===== src/rtl/program_loader.sv =====
// Framed byte-stream loader for the 256 x 8 instruction memory; holds the CPU while loading.
// Optional trailing XOR checksum byte enabled by defining PROGRAM_LOADER_CHECKSUM_EN.
//
// state | meaning
// IDLE  | waiting for start, CPU released
// LEN   | expecting the length byte N
// DATA  | expecting data bytes, each written to BASE_ADDR + index
// CSUM  | expecting the checksum byte (checksum build only)
// DONE  | one-cycle success pulse
// ERR   | failure (timeout or bad checksum), CPU held until start
module program_loader #(
    parameter logic [7:0]  BASE_ADDR      = 8'h00,
    parameter int unsigned TIMEOUT_CYCLES = 1024
) (
    input  logic       clk,
    input  logic       reset,
    input  logic       start,
    input  logic       rx_valid,
    input  logic [7:0] rx_data,
    output logic       rx_ready,
    output logic       mem_we,
    output logic [7:0] mem_addr,
    output logic [7:0] mem_wdata,
    output logic       cpu_hold,
    output logic       busy,
    output logic       done,
    output logic       error
);

    localparam int            TW       = (TIMEOUT_CYCLES > 1) ? $clog2(TIMEOUT_CYCLES + 1) : 1;
    localparam logic [TW-1:0] TMR_LOAD = TW'(TIMEOUT_CYCLES);
    localparam bit            TMO_EN   = (TIMEOUT_CYCLES != 0);

    typedef enum logic [2:0] {
        ST_IDLE = 3'd0,
        ST_LEN  = 3'd1,
        ST_DATA = 3'd2,
`ifdef PROGRAM_LOADER_CHECKSUM_EN
        ST_CSUM = 3'd3,
`endif
        ST_DONE = 3'd4,
        ST_ERR  = 3'd5
    } state_t;

`ifdef PROGRAM_LOADER_CHECKSUM_EN
    localparam state_t ST_POST = ST_CSUM;
`else
    localparam state_t ST_POST = ST_DONE;
`endif

    state_t        state, state_nxt;
    logic [7:0]    len;
    logic [7:0]    idx;
    logic [TW-1:0] tmr;
    logic          accept;
    logic          start_acc;
    logic          last_byte;
    logic          tmo_hit;
`ifdef PROGRAM_LOADER_CHECKSUM_EN
    logic [7:0]    csum;
`endif

`ifdef PROGRAM_LOADER_CHECKSUM_EN
    assign busy = (state == ST_LEN) || (state == ST_DATA) || (state == ST_CSUM);
`else
    assign busy = (state == ST_LEN) || (state == ST_DATA);
`endif
    assign rx_ready  = busy;
    assign cpu_hold  = (state != ST_IDLE);
    assign done      = (state == ST_DONE);
    assign error     = (state == ST_ERR);

    assign accept    = rx_valid && busy;
    assign start_acc = start && ((state == ST_IDLE) || (state == ST_ERR));
    assign last_byte = (idx == (len - 8'd1));
    // Down-counter reloaded on every accepted byte; terminal count of 1 means the budget is spent.
    assign tmo_hit   = TMO_EN && busy && !rx_valid && (tmr == TW'(1));

    always_ff @(posedge clk or posedge reset) begin
        if (reset) begin
            state <= ST_IDLE;
        end else begin
            state <= state_nxt;
        end
    end

    always_comb begin
        state_nxt = state;
        case (state)
            ST_IDLE: begin
                if (start) state_nxt = ST_LEN;
            end
            ST_LEN: begin
                if (rx_valid)     state_nxt = (rx_data == 8'd0) ? ST_POST : ST_DATA;
                else if (tmo_hit) state_nxt = ST_ERR;
            end
            ST_DATA: begin
                if (rx_valid) begin
                    if (last_byte) state_nxt = ST_POST;
                end else if (tmo_hit) begin
                    state_nxt = ST_ERR;
                end
            end
`ifdef PROGRAM_LOADER_CHECKSUM_EN
            ST_CSUM: begin
                if (rx_valid)     state_nxt = (rx_data == csum) ? ST_DONE : ST_ERR;
                else if (tmo_hit) state_nxt = ST_ERR;
            end
`endif
            ST_DONE: state_nxt = ST_IDLE;
            ST_ERR: begin
                if (start) state_nxt = ST_LEN;
            end
            default: state_nxt = ST_IDLE;
        endcase
    end

    always_ff @(posedge clk or posedge reset) begin
        if (reset) begin
            len       <= 8'd0;
            idx       <= 8'd0;
            tmr       <= '0;
            mem_we    <= 1'b0;
            mem_addr  <= 8'd0;
            mem_wdata <= 8'd0;
`ifdef PROGRAM_LOADER_CHECKSUM_EN
            csum      <= 8'd0;
`endif
        end else begin
            mem_we <= 1'b0;

            if (start_acc || accept) begin
                tmr <= TMR_LOAD;
            end else if (busy && (tmr != '0)) begin
                tmr <= tmr - TW'(1);
            end

            if (accept && (state == ST_LEN)) begin
                len <= rx_data;
                idx <= 8'd0;
`ifdef PROGRAM_LOADER_CHECKSUM_EN
                csum <= 8'd0;
`endif
            end

            // Address arithmetic is 8-bit so images past 0xFF wrap to 0.
            if (accept && (state == ST_DATA)) begin
                mem_we    <= 1'b1;
                mem_addr  <= BASE_ADDR + idx;
                mem_wdata <= rx_data;
                idx       <= idx + 8'd1;
`ifdef PROGRAM_LOADER_CHECKSUM_EN
                csum      <= csum ^ rx_data;
`endif
            end
        end
    end

endmodule


===== config.mk =====
export PLATFORM = sky130hd
export DESIGN_NAME = program_loader
export DESIGN_NICKNAME = d
export VERILOG_FILES = /design/src/rtl/program_loader.sv
export SDC_FILE = /design/constraint.sdc
export NUM_CORES = 1
export LEC_CHECK = 0
export ABC_AREA = 1
export ABC_CLOCK_PERIOD_IN_PS = 2100
export BUFFER_PORTS_ARGS = -buffer_cell sky130_fd_sc_hd__buf_2
export CORE_ASPECT_RATIO = 0.8
export CORE_MARGIN = 4
export CORE_UTILIZATION = 55
export DETAILED_ROUTE_END_ITERATION = 6
export GPL_TIMING_DRIVEN = 0
export PLACE_DENSITY = 0.74
export REMOVE_ABC_BUFFERS = 1
export SLEW_MARGIN = 20
export SYNTH_ARGS = -nofsm -noshare
export SYNTH_HDL_FRONTEND = slang
export SYNTH_SLANG_ARGS = --single-unit

===== constraint.sdc =====
create_clock -name clk -period 2.1 [get_ports clk]
set_input_delay 0.21 -clock clk [delete_from_list [all_inputs] [get_ports clk]]
set_output_delay 0.21 -clock clk [all_outputs]
set_load 0.01 [all_outputs]

-- Yosys cells after proc, flatten, opt, wreduce, memory -nomap -nowiden
Cells that the tools add are included.
Widths: inputs -> output; s select.
- logic and storage cells: 49
- register bits: 47
- equal/unequal tests: 8
- multiplexer cells: 12
- $add $sub $neg: 3
- reductions and logical operators: 19
- operators with widths (operator ; number):
    $mux 11 ; 2
    $mux 3 ; 6
    $mux 8 ; 2
    $eq 11x1->1 const B ; 1
    $reduce_bool 11->1 ; 1
    $sub 11x1->11 const B ; 1
    $pmux 3 s3 ; 1
    $add 8x1->8 const B ; 1
    $eq 8x8->1 ; 1
    $logic_not 8->1 ; 1
    $sub 8x1->8 const B ; 1
    $logic_and 1x1->1 ; 7
    $eq 3x3->1 const B ; 2
    $reduce_bool 2->1 ; 2
    $eq 3x1->1 const B ; 1
    $eq 3x2->1 const B ; 1
    $logic_not 3->1 ; 1
    $logic_or 1x1->1 ; 3
    $ne 3x3->1 const B ; 1
    $reduce_bool 3->1 ; 1
    $ne 2x1->1 const B ; 1
    $reduce_and 2->1 ; 1
    $reduce_or 2->1 ; 1
    $logic_not 1->1 ; 1
    $mux 1 ; 1

-- Logic depth before layout (Yosys ltp)
- word-level depth: 7
- depth in mapped cells: 13
- gate-level depth less buffers: 13

-- Worst setup path after synthesis
OpenSTA, ideal clock, no wires.
- path kind: reg2reg
- start: reg len[0]
- end: reg state[1]
- period minus slack after synthesis: 1441 ps
- arrival time: 1315 ps
- buffers on the path: 0
- cell stages (with the launch flop): 13
- setup time: 126 ps
- setup slack: 659 ps
- cell sequence: dfrtp_1 > inv_1 > ha_1 > inv_1 > nand2_1 > nand2_1 > nand2_1 > nor2_1 > nand3_1 > nor2_1 > nand2_1 > nand2_1 > nand3_1
- cells in the longest elaborated chain, start to end: 4
- ends and longest elaborated chain (item ; RTL line ; source):
    from (decl) ; 52 ; logic [7:0] len;
    from (signal assigned) ; 139 ; len <= rx_data;
    $sub 8x1->8 ; 75 ; assign last_byte = (idx == (len - 8'd1));
    $eq 8x8->1 ; 75 ;
    $ne 3x3->1 (no line) ; - ;
    $reduce_and 2->1 (no line) ; - ;
    to (signal assigned) ; 83 ; state <= state_nxt;
    to (decl) ; 51 ; state_t state, state_nxt;
No other way between the ends.
A chain may end at the register's enable or synchronous reset.

-- Worst setup path after layout
- start: reg state[1]
- end: reg len[5]
- cells in the longest elaborated chain, start to end: 4
- elaborated cells on any way between the ends: 5
- those cells by class: eq/ne: 2; reduce/logical: 3
- ends and longest elaborated chain (item ; RTL line ; source):
    $eq 3x1->1 or $eq 3x2->1 (tied branches) ; 66, 138 ;
    $logic_or 1x1->1 ; 66 ; assign busy = (state == ST_LEN) || (state == ST_DATA);
    $logic_and 1x1->1 ; 73 ; assign accept = rx_valid && busy;
    $logic_and 1x1->1 * ; 138 ; if (accept && (state == ST_LEN)) begin
Every way passes the cells marked *; elsewhere a longest branch is shown, timed or not.

==> flow_metrics.env <==
export IMPL_drive_above_1_share=0.1806
export IMPL_grt_pass1_wl_um=9370
export IMPL_grt_pass1_vias=2098
export IMPL_hold_viol=0
export IMPL_synth_xor_area_frac=0.02364
export IMPL_drt_pass1_iterations=6
export IMPL_die_h_um=69.42
export IMPL_ys_ff_latch=47
export IMPL_crit_path_end_kind="flop"
export IMPL_crit_required_ns=2.29
export IMPL_synth_distinct_cells=32
export IMPL_rows=22
export IMPL_met3_usage=0.04751
export IMPL_grt_max_degree=36
export IMPL_max_slew_margin=0.5011
export IMPL_rrSetupSlack_ns=0.35
export IMPL_fin_ws_ns=0.3507
export IMPL_irDropWorstVdd_uv=767.8
export IMPL_num_vias=2225
export IMPL_cts_buffers=5
export IMPL_htreeDepth=2
export IMPL_yosysWarnings=0
export IMPL_period_minus_slack_ns=1.749
export IMPL_critPathLaunchType="flop"
export IMPL_fill_cells=431
export IMPL_num_antenna_cells=0
export IMPL_seq_power_share=0.353
export IMPL_critPathLaunch="state[1]$_DFFE_PP0P_"
export IMPL_top_usage_layer="met1"
export IMPL_fp_dieW_um=84.78
export IMPL_viasPerCell=5.162
export IMPL_final_common_cell="nand2_1"
export IMPL_fmax_mhz=571.7
export IMPL_yosys_area_share_simple=0.3082
export IMPL_io_pins=34
export IMPL_rr_startpoint="state[1]$_DFFE_PP0P_"
export IMPL_outcome="completed"
export IMPL_slew_violations=0
export IMPL_ant_nets=0
export IMPL_tritoncts="yes"
export IMPL_period_share=0.8330
export IMPL_p_comb_frac=0.491
export IMPL_cap_violations=0
export IMPL_place_congestion=0.8522
export IMPL_leakagePower_nw=1.543
export IMPL_drcViolationCount=0
export IMPL_clk_latency_ns=0.30
export IMPL_area_delta_synth_final_pct=12.93
export IMPL_nets=387
export IMPL_setup_tns_ns=0
export IMPL_netlist_area_mm2=0.002594
export IMPL_critPathKind="reg -> reg"
export IMPL_design_area_mm2=0.002929
export IMPL_p_sw_mw=1.940
export IMPL_drt_initial_drc_count=163
export IMPL_worstMarginPinSlew_ns=0.7455
export IMPL_hold_class="in -> reg"
export IMPL_holdPathStages=3
export IMPL_dp_hpwl_um=3963
export IMPL_wirelength_um=5185
export IMPL_wire_per_inst_um=12.03
export IMPL_start_util=0.5676
export IMPL_synth_top_family_by_area="simple AND/OR/NAND/NOR gates"
export IMPL_synth_fa_ha_area_frac=0.02412
export IMPL_worst_r2r_endpoint="len[5]$_DFFE_PP0P_"
export IMPL_synth_compound_area_frac=0.1027
export IMPL_fp_dieArea_mm2=0.005885
export IMPL_portBuffers=33
export IMPL_setup_viol=0
export IMPL_avgSynthCellArea_um2=7.766
export IMPL_worstHoldStart="rx_data[4]"
export IMPL_synth_area_mux_share=0
export IMPL_clkPwrFrac=0.155
export IMPL_preCtsSetupSlack_ns=0.3745
export IMPL_critical_path_max_fanout=15
export IMPL_gr_total_overflow=0
export IMPL_switching_share=0.4450
export IMPL_rsz0062_at_grt="no"
export IMPL_mostFrequentLayoutCells="nand2_1, dfrtp_1, inv_1"
export IMPL_synth_cells=334
export IMPL_grtUsageTotal=0.1942
export IMPL_intPower_mw=2.420
export IMPL_powerDensity_mw_per_mm2=1489
export IMPL_clockBufferDepth=2
export IMPL_path_clk_slew_ns=0.08
export IMPL_coreArea_mm2=0.004569
export IMPL_grt_met1_usage=0.2890
export IMPL_min_to="len[4]$_DFFE_PP0P_"
export IMPL_seq_area_frac_synth=0.4534
export IMPL_rr_worst_depth=6
export IMPL_clock_root_buffer="clkbuf_8"
export IMPL_antenna_found_initial=0
export IMPL_arrival_ns=1.94
export IMPL_clkSinkCount=47
export IMPL_p_total_mw=4.360
export IMPL_placed_cell_area_mm2=0.002801
export IMPL_finClkSkew_ns=0.005629
export IMPL_met2_usage=0.2824
## critical path: stages (launching register included)
cell,delay (ns)
dfrtp_1,0.44
nor2_1,0.17
nand2_1,0.12
nor2_1,0.59
inv_1,0.16
nand2_1,0.09
o21ai_0,0.07
## routing by layer
layer | wire, µm | up-vias
li1 | - | 1142
met3 | 296 | 9
met2 | 2198 | 59
met1 | 2618 | 1015
met5 | 0 | -
met4 | 70 | 0
## cells by family after synthesis
family / after synthesis
AOI/OAI and AO/OA: 45
xor gates and xnor gates: 7
adders and majority gates: 5
buffers and inverters: 52
DFF: 47
and+or+nand+nor: 178
## how the worst max path moves through the flow
stage	end	slack, ns
floorplan	len[5]$_DFFE_PP0P_	0.61
global placement	mem_wdata[0]$_DFFE_PP0P_	0.14
detailed placement	len[5]$_DFFE_PP0P_	0.37
CTS	len[5]$_DFFE_PP0P_	0.36
global route	len[5]$_DFFE_PP0P_	0.08
finish	len[5]$_DFFE_PP0P_	0.35
## cell type report
type	count	area, µm²	share of cell area
clock buffers	6	82.58	0.02819
clock inverters	2	35.03	0.01196
inverters	46	175.2	0.05980
multi-input cells	235	1190	0.4062
flip-flops and latches	47	1176	0.4015
well taps	60	75.07	0.02563
repair buffers	35	195.2	0.06664
## sequential cells by signal (all words and copies together) (netlist names)
| signal | cells |
|---|---|
| tmr | 11 |
| mem_we | 1 |
| state | 3 |
| mem_wdata | 8 |
| idx | 8 |
| mem_addr | 8 |
| len | 8 |
## power groups by stage
stage	Clock [mW]	Sequential (mW)	Combinational, mW
final	0.678	1.54	2.14
after global routing	0.731	1.60	2.48
after floorplan	0	1.58	1.53
after CTS	0.692	1.54	2.15
after detailed placement	0	1.55	2.14
after global placement	0	1.54	2.08
## metrics by stage
stage	instances	util	hold WS, ns
floorplan	328	-	0.3266
global placement	421	0.6087	0.4360
detailed placement	422	0.6131	0.1801
CTS	431	0.6410	0.1389
global route	431	0.6410	0.1460
finish	431	0.6410	0.1504
## synthesized netlist by cell type
master / n / area (µm²)
o21ai_1: 1 / 5.000
buf_4: 2 / 15.01
clkbuf_1: 1 / 3.750
nor2_2: 3 / 18.77
nand3_1: 25 / 125.1
xor2_1: 5 / 43.79
o21ai_0: 26 / 130.1
ha_1: 5 / 62.56
nor4_1: 1 / 6.260
dfrtp_1: 47 / 1176
nand2_4: 3 / 33.78
o31ai_1: 2 / 15.01
nand3_2: 1 / 10.01
inv_1: 41 / 153.9
o2bb2ai_1: 1 / 8.760
buf_6: 3 / 33.78
nor3_1: 6 / 30.03
o22ai_1: 2 / 12.51
a21oi_1: 5 / 25.02
nor2_1: 33 / 123.9
nor3_2: 1 / 10.01
o21ai_2: 6 / 52.55
nand3b_1: 1 / 7.510
nor2_8: 1 / 20.02
nand2_1: 94 / 352.8
a21oi_2: 2 / 17.52
inv_2: 4 / 15.01
nand4_1: 7 / 43.79
inv_4: 1 / 6.260
nor2_4: 1 / 11.26
nand2_2: 1 / 6.260
xnor2_1: 2 / 17.52
## repair_timing
item,4_1_cts,5_1_grt
buffers inserted,0,0
hold endpoints to repair,12,0
hold buffers,1,0
resized for setup,0,0
No activity file was read; power rests on OpenSTA's default activity.
